## src/rtl/mlp_run_sequencer.sv

```systemverilog
// rtl/mlp_run_sequencer.sv - batch sequencer that starts N MLP runs and gathers accuracy statistics
// Optional watchdog on WAIT enabled by defining MLP_SEQ_TIMEOUT_EN.
module mlp_run_sequencer #(
    parameter int ACC_W          = 10,
    parameter int RUN_W          = 8,
    parameter int TIMEOUT_CYCLES = 1000000
) (
    input  logic                   clk,
    input  logic                   rst,
    input  logic                   go,
    input  logic [RUN_W-1:0]       num_runs,
    input  logic                   mlp_done,
    input  logic [ACC_W-1:0]       mlp_accuracy,
    output logic                   mlp_start,
    output logic                   busy,
    output logic                   all_done,
    output logic [RUN_W-1:0]       run_count,
    output logic [ACC_W-1:0]       last_acc,
    output logic [ACC_W-1:0]       min_acc,
    output logic [ACC_W-1:0]       max_acc,
    output logic [ACC_W+RUN_W-1:0] acc_sum,
    output logic                   timeout
);

    typedef enum logic [1:0] {
        S_IDLE,
        S_START,
        S_WAIT,
        S_DONE
    } state_t;

    state_t                 state_q, state_d;
    logic                   done_q, done_d;
    logic [RUN_W-1:0]       num_runs_q, num_runs_d;
    logic [RUN_W-1:0]       run_count_q, run_count_d;
    logic [ACC_W-1:0]       last_acc_q, last_acc_d;
    logic [ACC_W-1:0]       min_acc_q, min_acc_d;
    logic [ACC_W-1:0]       max_acc_q, max_acc_d;
    logic [ACC_W+RUN_W-1:0] acc_sum_q, acc_sum_d;
    logic [RUN_W-1:0]       run_inc;
    logic                   capture;

`ifdef MLP_SEQ_TIMEOUT_EN
    localparam int WD_W = (TIMEOUT_CYCLES > 1) ? $clog2(TIMEOUT_CYCLES + 1) : 1;
    localparam logic [WD_W-1:0] WD_LAST = WD_W'(TIMEOUT_CYCLES - 1);

    logic [WD_W-1:0] wdog_q, wdog_d;
    logic            timeout_q, timeout_d;
`endif

    // Only a rising edge of mlp_done seen in WAIT counts as a finished run.
    assign capture = (state_q == S_WAIT) && mlp_done && !done_q;
    assign run_inc = run_count_q + RUN_W'(1);

    always_comb begin
        state_d     = state_q;
        done_d      = mlp_done;
        num_runs_d  = num_runs_q;
        run_count_d = run_count_q;
        last_acc_d  = last_acc_q;
        min_acc_d   = min_acc_q;
        max_acc_d   = max_acc_q;
        acc_sum_d   = acc_sum_q;
        mlp_start   = 1'b0;
        all_done    = 1'b0;
`ifdef MLP_SEQ_TIMEOUT_EN
        wdog_d      = wdog_q;
        timeout_d   = timeout_q;
`endif
        case (state_q)
            S_IDLE: begin
                if (go) begin
                    num_runs_d  = num_runs;
                    run_count_d = '0;
                    last_acc_d  = '0;
                    min_acc_d   = '0;
                    max_acc_d   = '0;
                    acc_sum_d   = '0;
`ifdef MLP_SEQ_TIMEOUT_EN
                    timeout_d   = 1'b0;
`endif
                    state_d     = (num_runs != '0) ? S_START : S_DONE;
                end
            end
            S_START: begin
                mlp_start = 1'b1;
                state_d   = S_WAIT;
`ifdef MLP_SEQ_TIMEOUT_EN
                wdog_d    = '0;
`endif
            end
            S_WAIT: begin
                if (capture) begin
                    last_acc_d  = mlp_accuracy;
                    acc_sum_d   = acc_sum_q + {{RUN_W{1'b0}}, mlp_accuracy};
                    run_count_d = run_inc;
                    if (run_count_q == '0) begin
                        min_acc_d = mlp_accuracy;
                        max_acc_d = mlp_accuracy;
                    end else begin
                        if (mlp_accuracy < min_acc_q) min_acc_d = mlp_accuracy;
                        if (mlp_accuracy > max_acc_q) max_acc_d = mlp_accuracy;
                    end
                    state_d = (run_inc == num_runs_q) ? S_DONE : S_START;
                end
`ifdef MLP_SEQ_TIMEOUT_EN
                else if (wdog_q == WD_LAST) begin
                    timeout_d = 1'b1;
                    state_d   = S_DONE;
                end else begin
                    wdog_d = wdog_q + WD_W'(1);
                end
`endif
            end
            S_DONE: begin
                all_done = 1'b1;
                state_d  = S_IDLE;
            end
            default: state_d = S_IDLE;
        endcase
    end

    always_ff @(posedge clk) begin
        if (rst) begin
            state_q     <= S_IDLE;
            done_q      <= 1'b0;
            num_runs_q  <= '0;
            run_count_q <= '0;
            last_acc_q  <= '0;
            min_acc_q   <= '0;
            max_acc_q   <= '0;
            acc_sum_q   <= '0;
        end else begin
            state_q     <= state_d;
            done_q      <= done_d;
            num_runs_q  <= num_runs_d;
            run_count_q <= run_count_d;
            last_acc_q  <= last_acc_d;
            min_acc_q   <= min_acc_d;
            max_acc_q   <= max_acc_d;
            acc_sum_q   <= acc_sum_d;
        end
    end

`ifdef MLP_SEQ_TIMEOUT_EN
    always_ff @(posedge clk) begin
        if (rst) begin
            wdog_q    <= '0;
            timeout_q <= 1'b0;
        end else begin
            wdog_q    <= wdog_d;
            timeout_q <= timeout_d;
        end
    end

    assign timeout = timeout_q;
`else
    assign timeout = 1'b0;
`endif

    assign busy      = (state_q != S_IDLE);
    assign run_count = run_count_q;
    assign last_acc  = last_acc_q;
    assign min_acc   = min_acc_q;
    assign max_acc   = max_acc_q;
    assign acc_sum   = acc_sum_q;

endmodule

```

## config.mk

```make
export PLATFORM = sky130hd
export DESIGN_NAME = mlp_run_sequencer
export DESIGN_NICKNAME = d
export VERILOG_FILES = /design/src/rtl/mlp_run_sequencer.sv
export SDC_FILE = /design/constraint.sdc
export NUM_CORES = 1
export LEC_CHECK = 0
export CORE_UTILIZATION = 40
export CTS_CLUSTER_DIAMETER = 120
export CTS_CLUSTER_SIZE = 25
export DETAILED_ROUTE_END_ITERATION = 8
export PLACE_DENSITY = 0.67
export SLEW_MARGIN = 40
export SYNTH_ARGS = -nofsm -noshare
export SYNTH_HDL_FRONTEND = slang
export SYNTH_SLANG_ARGS = --single-unit
export TNS_END_PERCENT = 20
```

## constraint.sdc

```tcl
create_clock -name clk -period 4.07 [get_ports clk]
set_clock_uncertainty 0.05 [all_clocks]
set_input_delay 0.814 -clock clk [delete_from_list [all_inputs] [get_ports clk]]
set_output_delay 0.814 -clock clk [all_outputs]
set_load 0.02 [all_outputs]
```

# After elaboration in Yosys (flattened, before gate mapping)

Index checks and enable logic that the tools add are counted.

Bits in registers: 67
Input port bits: 22
Logic and storage cells: 57

Add/subtract/negate cells: 2
$lt $le $gt $ge: 2
Equal/unequal tests: 8
Multiplexer cells: 24
Reduce and logical (&&, ||, !) cells: 13

Operators with widths:

| cell                                                            | number |
|---|---|
| 10-bit 2-to-1 mux                                               | 8 |
| 10-bit case mux with 2 select lines                             | 3 |
| 18-bit 2-to-1 mux                                               | 2 |
| 18-bit case mux with 2 select lines                             | 1 |
| 18-bit by 10-bit adder with 18-bit output                       | 1 |
| 8-bit 2-to-1 mux                                                | 2 |
| 8-bit case mux with 2 select lines                              | 1 |
| 10-bit greater-than comparator                                  | 1 |
| 10-bit less-than comparator                                     | 1 |
| 8-bit by 1-bit adder with 8-bit output, second input constant   | 1 |
| 8-bit == test                                                   | 1 |
| 8-bit zero test                                                 | 1 |
| 2-bit 2-to-1 mux                                                | 4 |
| 2-bit case mux with 4 select lines                              | 1 |
| 4-bit AND reduction                                             | 2 |
| 8-bit nonzero test                                              | 1 |
| 3-bit by 1-bit != test with 1-bit output, second input constant | 2 |
| 2-bit == test, second input constant                            | 2 |
| 2-bit != test, second input constant                            | 2 |
| 2-bit AND reduction                                             | 2 |
| 2-bit nonzero test                                              | 2 |
| 3-bit AND reduction                                             | 1 |
| 2-bit by 1-bit == test with 1-bit output, second input constant | 1 |
| 1-bit logical AND                                               | 2 |
| 3 further kinds                                                 | 4 |

# Longest topological paths before layout

Gate-level depths: netlist (run 1).

Depth after elaboration: 5
Mapped depth: 9
Depth with buffers taken out: 9

# Least setup slack after synthesis (run 1)

OpenSTA, ideal clock, no wires.

Path type: input to register
Start: input mlp_accuracy[0]
End: register acc_sum_q[16] (netlist: acc_sum[16])
Library setup time: 0.071 ns
Arrival: 2.615 ns
Data required time: 3.949 ns
Slack: 1.334 ns
Cell stages on the path: 9
Path buffers: 0
Cell sequence: ha_1 -> inv_1 -> fa_1 -> and2b_1 -> o21bai_1 -> a31oi_1 -> o41ai_4 -> or4_1 -> a21oi_1

Cells in the longest elaborated chain, start to end: 3

Ends and longest elaborated chain:

| element                                   | line | text |
|---|---|---|
| start, declared                           | 13   | `input logic [ACC_W-1:0] mlp_accuracy,` |
| 18-bit by 10-bit adder with 18-bit output | 95   | `acc_sum_d = acc_sum_q + {{RUN_W{1'b0}}, mlp_accuracy};` |
| 18-bit 2-to-1 mux                         | 93   | `if (capture) begin` |
| 18-bit case mux with 2 select lines       | 70   | `case (state_q)` |
| end signal, assigned                      | 141  | `acc_sum_q <= acc_sum_d;` |
| end, declared                             | 39   | `logic [ACC_W+RUN_W-1:0] acc_sum_q, acc_sum_d;` |

Every way passes these cells. The select of a mux whose other input is x is not followed.
A chain may end at the register's enable or synchronous reset.

# Worst setup path in the final report (run 1)

Same ends and word-level chain as after synthesis.

==> results, run 1 <==
- In this run the post-CTS setup repair buffer count came out at 0.
- The startpoint identified for the worst hold timing path is acc_sum[12].
- The transition time at the pin with the least slew margin is 0.7046 ns.
- Leaving out fill and tap cells, the most frequent cell in the layout is clkdlybuf4s50_1.
- The worst ir drop on vdd is 0.0001326 V.
- The first TritonRoute pass finished after 5 iterations.
- Clock-pin slew was measured on the worst setup and hold paths at 0.07 ns.
- In this run, post-CTS repair resized a total of 0 instances.
- The number of cells on the worst reg-to-reg path is 9.
- In this run, synthesis inferred 0 flip-flops with an integrated enable.
- The analysis attributes to cell leakage a power of 1.934 nW.
- The global-route wire length before repair is 15770 µm.
- In this run, synthesis produced a sequential element count of 67.
- The post-detailed-route DRC marker count is 0.
- The total die area is 10100 µm².
- The number of buffers created by CTS is 9.
- The number of inserted filler cells in the final layout is 898.
- In this run, placement finished with an instance count of 651.
- The count of nets left with antenna violations once routing finished came out at 0.
- The time the final worst path needs with I/O delays and setup is 3.163 ns.
- The via count of the first global-routing pass came to 3246.
- The max-slew violation total from the final report is 0.
- Setup total negative slack on the finished layout was measured at 0 ns.
- The area of the mapped netlist is 3881 µm².
- The overall via count from detail_route is 3512.
- In this run the register-to-register setup slack is 1.57 ns.
- The CTS tree is built.
- The routed design has 9705 µm of wire.
- In this run the power spent charging and discharging nets is 397.5 µW.
- The total routing resource utilization after global routing is 0.1995.
- The count of endpoints failing hold in the final timing report is 0.
- Of the total power, registers draw 0.461.
- The total overflow reported by the global router is 0.
- The internal portion of the total power is 1.093 mW.
- In this run the vertical extent of the chip is 100.5 µm.
- The post-synthesis average cell area is 8.474 µm².
- The worst pin sits at a relative slew slack of 0.5303.
- The count of cells in the finished layout, fillers not included, comes to 667.
- The fraction of layout instances using a drive strength above 1 is 0.05948.
- The switching part of the total is 0.2667.
- The launch instance of the worst register-to-register path is acc_sum[0].
- Along the worst path, the maximum fanout reaches 7.
- The signed area change from the synthesized netlist to the final layout is 28.50%.
- The leading register cell type out of synthesis is dfxtp_1.
- The flow ran to the end, and the final reports show no timing, DRC or antenna violations.
- The deepest clock path buffer count is 2.
- The share of the cycle needed by the critical path after routing is 0.7772.
- During synthesis, Yosys emitted a total of 0 warnings.
- The die width is 100.5 µm.
- The finished cells cover 4987 µm².
- The number of nets handed over by synthesis was 512.
- After detailed routing, the number of vias per cell comes to 5.265.
- The core box area is 9328 µm².
- The average routed wire per standard cell is 14.55 µm.
- The clock network fraction of total power is 0.376.
- The number of setup violations in the final report is 0.
- The number of maximum-capacitance constraint violations is 0.
- The critical path is of the input pin to flip-flop type.
- The initial utilization of the core area, before any placement, comes to 0.4161.
- The terminus of the critical flop-to-flop path is acc_sum[16].
- The placed cell area is 4782 µm².
- The cell at the root of the clock tree is clkbuf_8.
- Setup repair after global routing left no endpoint under its margin.
- Leaving out fill and tap cells, the most frequent cells in the layout are clkdlybuf4s50_1, nor2_1, dfxtp_1, inv_1, ha_1.
- The initial antenna violation count is 0.
- CTS built an H-tree with a depth of 3.
- Of the total power, combinational logic draws 0.163.
- For this run, asynchronously set or reset flops after synthesis account for 0.
- The endpoint required time on the critical path is 4.29 ns.
- The worst setup path is launched from an input pin.
- The count of buffers inserted at the top-level ports is 80.
- 82 I/O pins were placed.
- Derived from the worst setup path, the maximum achievable clock frequency is 0.3161 GHz.
- The critical path endpoint category is a flip-flop.
- The sequential standard cell area is 1341 µm².
- After floorplanning, the core was divided into 35 placement rows.
- The number of hold buffers added after CTS is 0.
- Synthesis produced 458 cells.
- The count of distinct cell types in the synthesized netlist is 61.
- The number of antenna cells inserted is 0.
- Once detailed placement completed, the half-perimeter wirelength came to 7289 µm.
- In this run, the number of DRC markers left after iteration 0 of detailed routing was 118.
- For this run, the post-layout net count is 588.
- The arrival time at the worst endpoint is 3.39 ns.
- The sequential fraction of the synthesis area is 0.3456.
- The clock reaches the later pin of the worst-skew pair after 0.34 ns.
- The worst-case hold path end point is acc_sum[12].
- The path class of the tightest hold or removal check is flip-flop to flip-flop.
- The worst hold path passes through 2 cells.
- The power density relative to cell area is 298.8 nW/µm².
- Entering global routing, the biggest net connects 34 pins.
- In the final layout, the multi-input gates occupy 2318 µm².
- At the end of routability-driven placement, the weighted congestion stood at 0.8318.
- CTS saw 67 sinks.
Yosys cell counts, types with 3 or more instances:
library cell / number / area [µm²]
a32o_1: 3 / 30.03
and2_1: 10 / 62.56
clkbuf_1: 15 / 56.30
nand4_1: 3 / 18.77
inv_1: 32 / 120.1
xnor2_1: 13 / 113.9
a22oi_1: 16 / 120.1
nand3_1: 11 / 55.05
o21bai_1: 3 / 22.52
nor2b_1: 5 / 31.28
and3_1: 5 / 31.28
xor2_1: 4 / 35.03
buf_2: 3 / 15.01
nor2_1: 72 / 270.3
mux2i_1: 29 / 290.3
nor3_1: 10 / 50.05
a31oi_1: 5 / 31.28
ha_1: 31 / 387.9
nor4_1: 4 / 25.02
nand2_1: 20 / 75.07
a21oi_1: 27 / 135.1
o21a_1: 6 / 45.04
dfxtp_1: 67 / 1341
a211oi_1: 3 / 22.52
o21ai_0: 14 / 70.07
or3_1: 3 / 18.77
power groups by stage:
stage          clock [mW]  sequential, mW  combinational, mW
3_3_place_gp            0           0.701              0.237
3_5_place_dp            0           0.702              0.241
6_report            0.560           0.687              0.243
2_1_floorplan           0           0.706              0.151
4_1_cts             0.575           0.687              0.242
5_1_grt             0.599           0.689              0.266
sequential cells by signal (all words and copies together), names as in the netlist:
| name | cells |
|---|---|
| acc_sum | 18 |
| done_q | 1 |
| last_acc | 10 |
| max_acc | 10 |
| min_acc | 10 |
| num_runs_q | 8 |
| run_count | 8 |
| state_q | 2 |
area by class of cell:
| cell class | instances | area share |
|---|---|---|
| Inverter | 32 | 0.02408 |
| Clock buffer | 13 | 0.03186 |
| Tap cell | 129 | 0.03236 |
| Multi-Input combinational cell | 337 | 0.4649 |
| Clock inverter | 2 | 0.007025 |
| Timing Repair Buffer | 87 | 0.1708 |
| Sequential cell | 67 | 0.2689 |
logic make-up (layout without fill, tap and decap cells):
family | after synthesis | count (layout) | synth area share
buf+inv | 54 | 134 | 0.05706
mux | 29 | 29 | 0.07479
compound gates | 100 | 100 | 0.1805
simple gates | 157 | 157 | 0.1950
fa+ha+maj | 33 | 33 | 0.1077
flops | 67 | 67 | 0.3456
other cells | 1 | 1 | 0.0009662
xor+xnor | 17 | 17 | 0.03836
worst max-delay path, stage by stage:
cell	delay, ns
clkdlybuf4s50_1	0.55
ha_1	0.21
inv_1	0.06
fa_1	0.39
and2b_1	0.23
o21bai_1	0.08
a31oi_1	0.35
o41ai_4	0.14
or4_1	0.41
a21oi_1	0.15
layer usage:
| layer | vias to the layer above | routed length, µm | global-route usage |
|---|---|---|---|
| met4 | 0 | 106 | 0.06689 |
| met5 | - | 0 | 0 |
| met3 | 10 | 456 | 0.02982 |
| li1 | 1767 | - | - |
| met1 | 1639 | 4466 | 0.2563 |
| met2 | 96 | 4677 | 0.3419 |
metrics by stage:
step | util | hold WS, ns | setup WS, ns | total power [mW]
6_report | 0.5347 | 0.4438 | 0.9067 | 1.490
5_1_grt | 0.5347 | 0.4815 | 0.7111 | 1.555
4_1_cts | 0.5335 | 0.4450 | 0.9215 | 1.504
3_5_place_dp | 0.5127 | 0.4327 | 0.5856 | 0.9430
3_3_place_gp | 0.5127 | 0.4205 | 0.6227 | 0.9383
2_1_floorplan | - | 0.4304 | 1.334 | 0.8569
worst max-delay path by stage:
stage                        endpoint  depth (start not counted)            start  slack [ns]
after detailed placement  acc_sum[16]                         10  mlp_accuracy[0]        0.59
final                     acc_sum[16]                         10  mlp_accuracy[0]        0.91
after global routing      acc_sum[16]                         10  mlp_accuracy[0]        0.71
after CTS                 acc_sum[16]                         10  mlp_accuracy[0]        0.92
after global placement    acc_sum[16]                         10  mlp_accuracy[0]        0.62
after floorplan           acc_sum[16]                          9  mlp_accuracy[0]        1.33
Power figures use the tool's default switching activity.
==> run 2, diff against run 1 <==
- clock period: 4.07 -> 3.2 ns (I/O delays scaled with it)
==> run 2 against run 1 <==
Total power grew 22%. Final area grew 0.80%. Clock-buffer cell count shrank 1. Sequential share of layout area shrank 0.21 points. Critical path type unchanged. Critical endpoint unchanged.
==> results, run 2 (synthesized netlist as in run 1, its figures left out) <==
- The flow ran to the end, and the final reports show no timing, DRC or antenna violations.
- The post-detailed-route DRC marker count is 0.
- The delay of the slowest cell on the worst path is 0.51 ns.
- The initial antenna violation count is 0.
- The floorplan step set the die height to 100.5 µm.
- Setup violations remaining at the end of the flow were counted as 0.
- The post-detailed-routing wire length is 10150 µm.
- The combinational group share of total power is 0.176.
- In this run the number of cells on the critical path is 11.
- The worst-case register-to-register setup slack is 0.77 ns.
- For this design the static power due to leakage is 1.966 nW.
- The HPWL after detailed placement is 7688 µm.
- The kind of critical path is input pin to flip-flop.
- The register share of total power is 0.481.
- The pin count of the biggest net entering global routing is 44.
- The core box area is 9328 µm².
- 0 antenna diodes ended up in the layout.
- Detailed routing inserted a total of 3600 vias.
- After the first detailed-routing iteration, the DRC count stood at 135.
- For this configuration, the core starts out at a cell density of 0.4161.
- For the worst flop-to-flop path, the logic depth is 10.
- For this design, the CTS-stage hold fixing added 0 buffers.
- Setup repair after global routing left no endpoint under its margin.
- The worst slew slack as a fraction of its limit is 0.6514.
- The launch instance of the worst register-to-register path is acc_sum[0].
- The post-placement worst setup slack is 0.01699 ns.
- The final weighted congestion in routability-driven placement is 0.8548.
- The library cells used most frequently in the layout, excluding fill and tap cells, are clkdlybuf4s50_1, nor2_1, dfxtp_1, inv_1, ha_1.
- TritonCTS built the clock tree.
- The transition time at the pin with the least slew margin is 0.5174 ns.
- The count of endpoints failing hold in the final timing report is 0.
- The first global-routing pass estimated 16400 µm of wire.
- Static timing analysis puts the maximum clock frequency at 0.3498 GHz.
- The power density relative to cell area is 361.0 nW/µm².
- The average routed wire per standard cell is 14.97 µm.
- Summing all flip-flop and latch instances after layout gives 1341 µm².
- For this run, the share of the core covered by cells in the final layout is 0.5390.
- The total iterations of the first detailed-routing run is 4.
- The number of buffers and inverters on the critical path is 3.
- Max-cap violations in this run came to 0.
- The latest clock arrival within the worst-skew pair is 0.35 ns.
- In this run the critical register-to-register path is captured at acc_sum[16].
- The class of the worst hold path is flip-flop to flip-flop.
- The total routing resource utilization after global routing is 0.2081.
- The maximum fanout encountered on the critical timing path is 5.
- The total die area is 10100 µm².
- The via count of the first global-routing pass was 3384.
- The signed area change from the synthesized netlist to the final layout is 29.53%.
- The register with the most flip-flops in the layout has 18 of them.
- The switching part of the total is 0.2946.
- The max-slew violation total from the final report is 0.
- In the routed layout, each cell is associated on average with a via count of 5.310.
- The critical path endpoint category is a flip-flop.
- Of the total power, the clock network draws 0.343.
- The residual antenna-violating net count after detailed routing is 0.
- Port buffering added 80 buffers.
- The number of setup buffers added after CTS is 0.
- The area occupied by multi-input gates is 2318 µm².
- The deepest clock path buffer count is 2.
- The library cell used most frequently in the layout, excluding fill and tap cells, is clkdlybuf4s50_1.
- The final total power is 1.815 mW.
- After clock tree synthesis, the repair step resized 0 gates.
- The worst path needs 2.859 ns of the cycle, external delays included.
- In this run the clock root is driven by a clkbuf_8.
- The cell internal power dissipation is 1.280 mW.
- The total negative setup slack is 0 ns.
- The floorplan has 35 rows.
- STA classifies the critical path startpoint as an input pin.
- The launch point of the critical path is mlp_accuracy[0].
- The endpoint required time on the critical path is 3.43 ns.
- Of the cells placed in the final design, the portion with a size suffix greater than 1 is 0.07650.
- For this run the aggregate overflow at the end of global routing stands at 0.
- The number of H-tree levels is 3.
- On the critical path, the stage with the largest delay is an instance of clkdlybuf4s50_1.
- The arrival time at the worst endpoint is 3.09 ns.
- At the end of the flow, the number of nets in the layout was 598.
- The worst path meets setup with 0.3409 ns of slack.
- The number of buffers created by CTS is 9.
- The clock net in this run drives a total of 67 sinks.
- The die width is 100.5 µm.
- The end of the critical path is acc_sum[16].
- In the finished design, the share of the clock period the worst path needs comes to 0.8935.
- Summed over all nets, the switching power comes to 534.6 µW.
- The final hold slack is 0.4488 ns.
- Fill cells in the final layout number 883.
- The top cell family by delay on the critical path is buffers and inverters.
- The worst ir drop on vdd is 0.0001523 V.
- The number of placed I/O pins is 82.
- After clock tree synthesis, the clock-pin slew on the worst setup and hold paths is 0.08 ns.
- The critical path goes through clkdlybuf4s50_1 > ha_1 > inv_1 > fa_1 > and2b_1 > o21bai_1 > a31oi_1 > buf_4 > o41ai_4 > or4_1 > a21oi_1.
[run 2: cell count changes in the layout (fill, tap and decap cells not counted)]
cell / change
clkinv_2: +1
clkbuf_1: +1
clkinv_4: +2
clkbuf_8: -2
bufinv_16: -1
buf_4: +11
buf_6: -1
[run 2: layer usage]
| layer | GRT usage | part of all wire | vias up |
|---|---|---|---|
| met5 | 0 | 0 | - |
| met4 | 0.05017 | 0.0083 | 0 |
| met3 | 0.04508 | 0.040 | 8 |
| met2 | 0.3440 | 0.48 | 105 |
| met1 | 0.2768 | 0.47 | 1702 |
| li1 | - | - | 1785 |
[run 2: worst min path at each step]
stage | cells after the start | end | start
2_1_floorplan | 2 | num_runs_q[3] | num_runs_q[3]
3_3_place_gp | 2 | acc_sum[12] | acc_sum[12]
3_5_place_dp | 2 | acc_sum[12] | acc_sum[12]
4_1_cts | 2 | acc_sum[12] | acc_sum[12]
5_1_grt | 2 | acc_sum[12] | acc_sum[12]
6_report | 2 | acc_sum[12] | acc_sum[12]
[run 2: stage by stage]
stage	std cells	area (µm²)
after CTS	678	5027
final	678	5027
after global placement	662	4865
after global routing	678	5027
after detailed placement	662	4865
after floorplan	458	3881
[run 2: area by class of cell]
cell class / count / area share
Multi-Input combinational cell: 337 / 0.4612
Sequential cell: 67 / 0.2668
Timing Repair Buffer: 97 / 0.1837
Tap cell: 129 / 0.03211
Clock buffer: 12 / 0.02688
Inverter: 32 / 0.02389
Clock inverter: 4 / 0.005475
[run 2: worst min-delay path, delay by kind of cell, from the launching register on]
family	cells	cell delay, ns
simple gates	1	0.06
flops	1	0.34
mux	1	0.05
[run 2: power groups by stage]
| stage | registers [mW] | logic [mW] | clock network, mW |
|---|---|---|---|
| global placement | 0.892 | 0.312 | 0 |
| finish | 0.873 | 0.320 | 0.622 |
| CTS | 0.873 | 0.321 | 0.635 |
| floorplan | 0.898 | 0.192 | 0 |
| detailed placement | 0.893 | 0.319 | 0 |
| global route | 0.876 | 0.348 | 0.681 |
==> run 3, diff against run 2 <==
- clock period: 3.2 -> 3.15 ns (I/O delays scaled with it)
==> run 3 against run 2 <==
Critical path depth unchanged. Core utilization is 0.19 points higher. Clock-buffer cell count grew 2. Non-clock buffer count up 1. Global-route usage shrank 1.2 points. Routed wire length is 2.9% lower. Register-to-register slack got worse by 0.05 ns. Sequential power is 2% higher. Combinational power rose by 2%.
==> results, run 3 (synthesized netlist as in run 1, its figures left out) <==
- The count of endpoints failing hold in the final timing report is 0.
- The clock slew seen by the registers of the worst setup and hold paths is 0.07 ns.
- In this run, post-CTS hold repair placed 0 buffers.
- The pin count of the biggest net entering global routing is 44.
- Counting the fill cells in the layout gives 878.
- The number of standard-cell rows in the floorplan is 35.
- In this run the remaining antenna-violating nets after routing total 0.
- The number of antenna diodes in the final layout is 0.
- The number of maximum-capacitance constraint violations is 0.
- The die covers 10100 µm².
- At the worst endpoint, the required time is 3.37 ns.
- In the finished design, the share of the clock period the worst path needs comes to 0.9127.
- After detailed routing, the average wire length per cell comes to 14.52 µm.
- The final cell area excluding filler cells is 5045 µm².
- The number of buffers created by CTS is 9.
- The via count of the first global-routing pass came to 3175.
- After detailed placement, the design holds a cell count of 663.
- The deepest clock path buffer count is 2.
- The arrival time at the worst endpoint is 3.10 ns.
- TritonCTS built the clock tree.
- After clock tree synthesis, the repair step resized 0 gates.
- In the final timing run, aggregate negative setup slack is 0 ns.
- The leakage power summed over all cells is 1.977 nW.
- The initial antenna violation count came to 0.
- The count of buffers inserted at the top-level ports is 80.
- The initial detailed-routing violation count is 92.
- Using the TritonRoute via totals, the vias-per-cell ratio works out to 5.202.
- The die height is 100.5 µm.
- The number of cells on the worst reg-to-reg path is 10.
- The power density relative to cell area is 370.3 nW/µm².
- At the end of routability-driven placement, the weighted congestion stood at 0.8507.
- Along the worst path, the maximum fanout reaches 5.
- The achievable clock frequency is 0.3478 GHz.
- The die is 100.5 µm wide.
- The detailed router placed 3532 vias in this run.
- The first TritonRoute pass finished after 4 iterations.
- The fraction of layout instances using a drive strength above 1 is 0.07818.
- The net count of the finished layout is 599.
- The worst setup path is of the input pin to flip-flop kind.
- In the layout the commonest cells are clkdlybuf4s50_1, nor2_1, dfxtp_1, inv_1, ha_1.
- The region available for standard cell placement spans 9328 µm².
- The worst ir drop on vdd is 0.0002163 V.
- The max-slew violation total from the final report is 0.
- The number of flip-flops under the largest register name is 18.
- The signed area change from the synthesized netlist to the final layout is 29.98%.
- The total routing resource utilization after global routing is 0.1962.
- The number of H-tree levels is 3.
- For this configuration, the core starts out at a cell density of 0.4161.
- The worst setup path is launched from an input pin.
- The HPWL after detailed placement is 7477 µm.
- The worst setup path is captured at a flip-flop.
- The depth of the worst hold-timing path is 2.
- The first global-routing pass estimated 15500 µm of wire.
- The number of placed I/O pins is 82.
- The library cell used most frequently in the layout, excluding fill and tap cells, is clkdlybuf4s50_1.
- In this run the worst hold path is classified as flip-flop to flip-flop.
- The post-detailed-route DRC marker count is 0.
- The tree built by TritonCTS fans out to 67 sinks.
- The latest clock arrival within the worst-skew pair is 0.34 ns.
- For the finished layout, the period the worst path requires is 2.875 ns.
- The post-CTS setup-driven buffer insertion count is 0.
- After the flow finishes, the layout carries non-filler instances totaling 679.
- Setup repair after global routing left no endpoint under its margin.
- The number of setup violations in the final report is 0.
- The run finished with clean final reports.
- Summing all placed instances gives a cell area of 4872 µm².
- The total overflow reported by the global router is 0.
- The tree is rooted in a clkbuf_8.
- Summed over all layers, the routed wires come to 9862 µm.
## run 3: changes by cell type in the layout (fill, tap and decap cells not counted), sizes merged
cell    delta
buf        +1
clkinv     -2
clkbuf     +2
## run 3: path summary, 6_finish.rpt
check	from	endpoint	slack, ns
min	acc_sum[12]	acc_sum[12]	0.45
min reg2reg	acc_sum[12]	acc_sum[12]	0.45
max reg2reg	acc_sum[0]	acc_sum[16]	0.72
max	mlp_accuracy[0]	acc_sum[16]	0.27
## run 3: area by class of cell
type | count | area, µm² | area share
Multi-Input combinational cell | 337 | 2318 | 0.4596
Sequential cell | 67 | 1341 | 0.2659
Timing Repair Buffer | 98 | 930.9 | 0.1845
Clock buffer | 14 | 162.7 | 0.03224
Tap cell | 129 | 161.4 | 0.03199
Inverter | 32 | 120.1 | 0.02381
Clock inverter | 2 | 10.01 | 0.001984
## run 3: layer usage
metal	GRT usage	wire, µm
met2	0.3193	4501
met5	0	0
met1	0.2596	4743
met3	0.03121	434
met4	0.07915	183
## run 3: report_power, final
part / internal (mW) / switching, mW
logic: 0.149 / 0.177
registers: 0.866 / 0.0211
clock network: 0.328 / 0.326
## run 3: metrics by stage
stage / worst slack, ns / hold WS (ns) / util / power [mW]
floorplan: 0.5981 / 0.4304 / - / 1.107
global placement: 0.03052 / 0.4264 / 0.5223 / 1.225
detailed placement: -0.04548 / 0.4375 / 0.5223 / 1.232
CTS: 0.2910 / 0.4452 / 0.5408 / 1.878
global route: 0.1300 / 0.4677 / 0.5408 / 1.941
finish: 0.2749 / 0.4471 / 0.5408 / 1.868
## run 3: critical path, cell delays in order
cell and delay, ns:
clkdlybuf4s50_1 0.51, ha_1 0.19, inv_1 0.06, fa_1 0.39
and2b_1 0.24, o21bai_1 0.08, a31oi_1 0.18, buf_4 0.15
o41ai_4 0.08, or4_1 0.42, a21oi_1 0.15
